===== config.mk =====
export PLATFORM = sky130hd
export DESIGN_NAME = mem_line_ctrl
export DESIGN_NICKNAME = d
export VERILOG_FILES = /design/src/rtl/mem_line_ctrl.sv
export SDC_FILE = /design/constraint.sdc
export NUM_CORES = 1
export LEC_CHECK = 0
export BUFFER_PORTS_ARGS = -buffer_cell sky130_fd_sc_hd__buf_4
export CAP_MARGIN = 5
export CORE_AREA = 2 2 189 191
export CTS_CLUSTER_SIZE = 20
export DETAILED_ROUTE_END_ITERATION = 6
export DIE_AREA = 0 0 191 193
export HOLD_SLACK_MARGIN = 0.08
export PLACE_DENSITY = 0.81
export SYNTH_ARGS = -nofsm -noshare
export SYNTH_HDL_FRONTEND = slang
export SYNTH_SLANG_ARGS = --single-unit

===== constraint.sdc =====
create_clock -name CLK -period 27.1 [get_ports CLK]
set_input_delay 1.355 -clock CLK [delete_from_list [all_inputs] [get_ports CLK]]
set_output_delay 1.355 -clock CLK [all_outputs]
set_load 0.02 [all_outputs]

===== src/rtl/mem_line_ctrl.sv =====
// mem_line_ctrl
//   Sits between the data cache and a 32-bit word RAM. Takes one 128-bit line
//   request (fill, write-back, write-back followed by fill, or masked uncached
//   store) and breaks it into word beats on the RAM port.
//
//   Ports
//     CLK, RST      clock; synchronous active-high reset
//     req_read      line fill request (level, held until req_done)
//     req_write     write request (level, held until req_done)
//     req_addr      fill address, or store address when req_read=0
//     req_wb_addr   write-back address when both req_read and req_write are set
//     req_wdata     line to write, word n = [32n+31:32n]
//     req_mask      byte enables, nibble n belongs to word n
//     req_rdata     filled line, valid from req_done until the next accepted read
//     req_busy      high while a request is in progress
//     req_done      one-cycle completion pulse
//     ram_en        beat request
//     ram_we        byte write enables (0 on read beats)
//     ram_addr      word address {line, beat, 2'b00}
//     ram_wdata     write word
//     ram_rdata     read word, valid with ram_ready on a read beat
//     ram_ready     beat complete

module mem_line_ctrl #(
  parameter int ADDR_W     = 32,
  parameter int LINE_WORDS = 4
) (
  input  logic                    CLK,
  input  logic                    RST,
  input  logic                    req_read,
  input  logic                    req_write,
  input  logic [ADDR_W-1:0]       req_addr,
  input  logic [ADDR_W-1:0]       req_wb_addr,
  input  logic [32*LINE_WORDS-1:0] req_wdata,
  input  logic [4*LINE_WORDS-1:0] req_mask,
  output logic [32*LINE_WORDS-1:0] req_rdata,
  output logic                    req_busy,
  output logic                    req_done,
  output logic                    ram_en,
  output logic [3:0]              ram_we,
  output logic [ADDR_W-1:0]       ram_addr,
  output logic [31:0]             ram_wdata,
  input  logic [31:0]             ram_rdata,
  input  logic                    ram_ready
);

  localparam int LINE_W = ADDR_W - 4;
  localparam int MASK_W = 4 * LINE_WORDS;
  localparam int LDAT_W = 32 * LINE_WORDS;

  typedef enum logic [1:0] {
    IDLE,
    WRITE,
    READ,
    DONE
  } state_t;

  state_t              state;
  logic [1:0]          beat;
  logic                rd_q;
  logic [LINE_W-1:0]   wr_line_q;
  logic [LINE_W-1:0]   rd_line_q;
  logic [LDAT_W-1:0]   wdata_q;
  logic [MASK_W-1:0]   mask_q;

  // Byte offset within the line never matters: beats are whole words.
  logic unused_ok;
  assign unused_ok = ^{req_addr[3:0], req_wb_addr[3:0]};

  // Lowest beat at or above 'from' whose mask nibble is non-zero.
  // Returns {found, index}; write beats with an empty nibble cost no cycles.
  function automatic logic [2:0] find_beat(input logic [MASK_W-1:0] m,
                                           input logic [2:0]        from);
    logic [2:0] r;
    r = 3'b000;
    for (int i = 3; i >= 0; i--) begin
      if (i >= int'(from) && m[4*i +: 4] != 4'h0) begin
        r = {1'b1, i[1:0]};
      end
    end
    return r;
  endfunction

  logic [2:0]        fb_acc;
  logic [2:0]        fb_nxt;
  logic [LINE_W-1:0] wr_line_in;

  always_comb begin
    fb_acc     = find_beat(req_mask, 3'd0);
    fb_nxt     = find_beat(mask_q, {1'b0, beat} + 3'd1);
    wr_line_in = req_read ? req_wb_addr[ADDR_W-1:4] : req_addr[ADDR_W-1:4];
  end

  // All outputs are registered; each transition loads the next beat's
  // RAM signals so a phase change costs no idle cycle.
  always_ff @(posedge CLK) begin
    if (RST) begin
      state     <= IDLE;
      beat      <= 2'd0;
      req_busy  <= 1'b0;
      req_done  <= 1'b0;
      req_rdata <= '0;
      ram_en    <= 1'b0;
      ram_we    <= 4'h0;
      ram_addr  <= '0;
      ram_wdata <= '0;
    end else begin
      case (state)
        IDLE: begin
          req_done <= 1'b0;
          if (req_read || req_write) begin
            req_busy  <= 1'b1;
            rd_q      <= req_read;
            wdata_q   <= req_wdata;
            mask_q    <= req_mask;
            wr_line_q <= wr_line_in;
            rd_line_q <= req_addr[ADDR_W-1:4];
            if (req_write && fb_acc[2]) begin
              state     <= WRITE;
              beat      <= fb_acc[1:0];
              ram_en    <= 1'b1;
              ram_we    <= req_mask[4*fb_acc[1:0] +: 4];
              ram_wdata <= req_wdata[32*fb_acc[1:0] +: 32];
              ram_addr  <= {wr_line_in, fb_acc[1:0], 2'b00};
            end else if (req_read) begin
              state    <= READ;
              beat     <= 2'd0;
              ram_en   <= 1'b1;
              ram_we   <= 4'h0;
              ram_addr <= {req_addr[ADDR_W-1:4], 4'h0};
            end else begin
              // Store with an all-zero mask: nothing to do on the RAM.
              state    <= DONE;
              req_done <= 1'b1;
            end
          end
        end

        WRITE: begin
          if (ram_en && ram_ready) begin
            if (fb_nxt[2]) begin
              beat      <= fb_nxt[1:0];
              ram_we    <= mask_q[4*fb_nxt[1:0] +: 4];
              ram_wdata <= wdata_q[32*fb_nxt[1:0] +: 32];
              ram_addr  <= {wr_line_q, fb_nxt[1:0], 2'b00};
            end else if (rd_q) begin
              state    <= READ;
              beat     <= 2'd0;
              ram_we   <= 4'h0;
              ram_addr <= {rd_line_q, 4'h0};
            end else begin
              state    <= DONE;
              ram_en   <= 1'b0;
              ram_we   <= 4'h0;
              req_done <= 1'b1;
            end
          end
        end

        READ: begin
          if (ram_en && ram_ready) begin
            req_rdata[32*beat +: 32] <= ram_rdata;
            if (beat == 2'd3) begin
              state    <= DONE;
              ram_en   <= 1'b0;
              req_done <= 1'b1;
            end else begin
              beat     <= beat + 2'd1;
              ram_addr <= {rd_line_q, beat + 2'd1, 2'b00};
            end
          end
        end

        DONE: begin
          req_done <= 1'b0;
          req_busy <= 1'b0;
          state    <= IDLE;
        end

        default: begin
          state    <= IDLE;
          req_busy <= 1'b0;
          req_done <= 1'b0;
          ram_en   <= 1'b0;
        end
      endcase
    end
  end

endmodule


==> impl_metrics.py <==
metrics = {
    "cells_and_area": {
        "design_area_um2": 22300,
        "drive_above_1_share_pct": 28.4,
        "area_growth_pct": 29.2,
        "nNetsFinal": 2313,
        "fill_cells": 2728,
        "post-route-util_pct": 63.9,
    },
    "critical_path": {
        "crit_fanout": 39,
        "arrival_ns": 3.99,
        "worst_setup_path_end_kind": "flip-flop",
        "worstSetupPathType": "primary input to flip-flop",
        "critPathLaunchType": "primary input",
        "worstPathRequired_ns": 27.50,
    },
    "yosys": {
        "yosysMostFrequentCell": "nand2_1",
        "synth_cells": 1689,
        "synth_top_area_share_pct": 34.9,
        "netlist_area_um2": 17300,
        "synthSimpleGateAreaFrac_pct": 15.1,
        "synth-async-reset-ratio_pct": 0,
        "ys_seq_area_share_pct": 58.0,
        "ys_types": 63,
        "synth_top_family_by_area": "compound AO/OA/AOI/OAI gates",
        "ys.flop_type": "edfxtp_1",
        "ys_ff_latch": 400,
        "syn_area_per_cell_um2": 10.2,
        "synth_compound_area_share_pct": 18.4,
        "yosysWarnings": 0,
        "synthXorXnorAreaFrac_pct": 0,
        "synth-edff-count": 201,
        "synth_top_area_cell": "edfxtp_1",
        "synthAdderAreaFrac_pct": 0.797,
        "yosys-top-cells-count": "nand2_1 (245), nand3_1 (206), edfxtp_1 (201)",
        "synthTopCellsByArea": "edfxtp_1 (35%), dfxtp_1 (23%), nand3_1 (6.0%)",
        "synth_mux_area_share_pct": 3.59,
    },
    "clocking": {
        "clk_pin_slew_ns": 0.06,
        "post_cts_buffers": 0,
        "numCtsBuffers": 42,
        "hold_buffers": 0,
        "insertion_delay_ns": 0.54,
        "tritoncts": "yes",
        "cts_root_buf": "clkbuf_16",
        "cts_sinks": 400,
        "clock_path_buffers": 3,
        "ctsResizeCount": 0,
        "h-tree-depth": 2,
    },
    "grt": {
        "grt_pass1_wl_mm": 84.3,
        "grtUsageTotal_pct": 29.4,
        "antenna_found_initial": 1,
        "grt_max_degree": 202,
        "grt_pass1_vias": 15100,
        "grt_overflow": 0,
    },
    "run_status": {
        "status": "finished, final reports clean",
    },
    "floorplanning": {
        "die_height_um": 193,
        "io_pins": 444,
        "start_util_pct": 49.4,
        "die_x_um": 191,
        "core.rowCount": 69,
        "core_um2": 35000,
        "die-area_um2": 36900,
    },
    "sta": {
        "setup_violations": 0,
        "finalHoldViolCount": 0,
        "drv_slew": 0,
        "period_needed_ns": 3.59,
        "finClkSkew_ns": 0.0115,
        "slew_headroom_pct": 13.3,
        "rsz0062_at_grt": "no",
        "finalSetupTns_ns": 0,
        "worstMarginPinSlew_ns": 1.30,
        "clock.fmax_mhz": 279,
        "fin_crit_sh_pct": 13.2,
    },
    "place": {
        "place_area_um2": 20900,
        "port_buffers": 433,
        "dp_hpwl_mm": 35.0,
        "gp_congestion": 0.872,
    },
    "power_and_ir_drop": {
        "total_power_mw": 2.16,
        "power.density_nw_per_um2": 96.6,
        "leakagePower_nw": 8.44,
        "peakVddDrop_mv": 0.0749,
    },
    "detailed_routing": {
        "vias": 15700,
        "dr.pass1.iters": 6,
        "drt_iter0_markers": 1321,
        "ant_nets": 0,
        "drt-total-wl_mm": 56.5,
        "drc": 0,
        "via_per_inst": 6.14,
        "wl_per_cell_um": 22.1,
    },
    "run": {
        "cap_violations": 0,
    },
    "worst_hold_path": {
        "hold_class": "flip-flop to flip-flop",
    },
}
-- cells by family after synthesis --
| kind of cell | count (synthesis) |
|---|---|
| simple gates | 576 |
| compound gates | 477 |
| flops | 400 |
| buf+inv | 166 |
| mux | 58 |
| fa+ha+maj | 11 |
| other cells | 1 |
-- worst max-delay path: stages --
cell	delay, ns
buf_4	0.13
or4_1	0.64
o41ai_4	0.41
buf_4	0.35
and2b_4	0.26
a221oi_4	0.19
buf_4	0.36
o21ai_0	0.21
a21oi_1	0.06
-- state kept, by name, indices dropped and copies added (netlist names), 2 cells and up --
| signal | flops |
|---|---|
| wdata_q | 128 |
| req_rdata | 128 |
| wr_line_q | 28 |
| ram_wdata | 32 |
| ram_we | 4 |
| rd_line_q | 28 |
| state | 2 |
| ram_addr | 29 |
| mask_q | 16 |
-- through the flow --
stage / worst slack, ns / std cells / hold WS, ns
floorplan: 16.08 / 1690 / 0.470
global placement: 23.07 / 2474 / 0.439
detailed placement: 22.99 / 2474 / 0.444
CTS: 23.50 / 2550 / 0.452
global route: 23.17 / 2551 / 0.466
finish: 23.51 / 2551 / 0.450
-- final cells by class --
cell class / instances / area, µm² / share of cell area, %
diodes: 1 / 2.50 / 0.0112
clock buffers: 66 / 1320 / 5.90
clock inverters: 10 / 121 / 0.544
inverters: 19 / 71.3 / 0.319
multi-input cells: 1124 / 6680 / 29.9
flip-flops and latches: 400 / 10000 / 44.9
well taps: 461 / 577 / 2.58
repair buffers: 470 / 3540 / 15.9
-- worst paths after layout --
check / startpoint / endpoint / slack [ns] / depth (start not counted)
worst max-delay path: req_mask[0] / ram_addr[8]$_SDFFE_PP0P_ / 23.51 / 9
worst min-delay path: req_rdata[33]$_SDFFE_PP0P_ / req_rdata[33]$_SDFFE_PP0P_ / 0.45 / 2
worst max register to register: state[0]$_SDFFE_PP0P_ / ram_addr[8]$_SDFFE_PP0P_ / 23.51 / 7
worst min register to register: req_rdata[33]$_SDFFE_PP0P_ / req_rdata[33]$_SDFFE_PP0P_ / 0.45 / 2
-- metal layers --
metal | vias to the layer above | GRT usage (%) | wire length (µm)
met5 | - | 0 | 0
met3 | 198 | 7.84 | 6470
met1 | 7421 | 35.9 | 20100
met2 | 1005 | 48.7 | 27200
li1 | 7028 | - | -
met4 | 0 | 14.0 | 2710
-- cell usage in the layout, fill, tap and decap left out, types with 3 or more instances in the layout --
| cell type | netlist | layout |
|---|---|---|
| a2bb2oi_1 | 4 | 4 |
| o22ai_1 | 20 | 20 |
| mux2i_1 | 26 | 26 |
| a31oi_1 | 8 | 8 |
| nor4_1 | 5 | 4 |
| clkbuf_1 | 118 | 12 |
| and3_1 | 4 | 3 |
| a32o_1 | 22 | 22 |
| o31ai_1 | 31 | 31 |
| nor3b_2 | 0 | 3 |
| nand3_1 | 206 | 206 |
| nand2b_1 | 3 | 3 |
| clkbuf_16 | 0 | 47 |
| clkinv_1 | 1 | 3 |
| dfxtp_1 | 199 | 199 |
| a2111oi_0 | 10 | 10 |
| o21ai_0 | 78 | 78 |
| a21oi_1 | 170 | 168 |
| nor2b_1 | 27 | 26 |
| edfxtp_1 | 201 | 201 |
| nor2_1 | 56 | 53 |
| clkbuf_8 | 0 | 7 |
| a221oi_1 | 32 | 32 |
| buf_4 | 4 | 469 |
| bufinv_16 | 0 | 3 |
| a22oi_1 | 21 | 21 |
| inv_1 | 18 | 18 |
| nor3_1 | 12 | 10 |
| a41o_1 | 27 | 27 |
| clkinv_2 | 0 | 4 |
| mux2_2 | 32 | 32 |
| a211oi_1 | 29 | 28 |
| nand2_1 | 245 | 245 |
| ha_1 | 11 | 9 |
| or4_1 | 5 | 5 |
-- power by group --
part           leakage (nW)  internal, mW  switching (mW)
sequential             3.50         0.757          0.0464
clock                 0.706         0.362           0.235
combinational          4.23         0.261           0.495
total                  8.44          1.38           0.777
(Power assumes the default switching activity.)
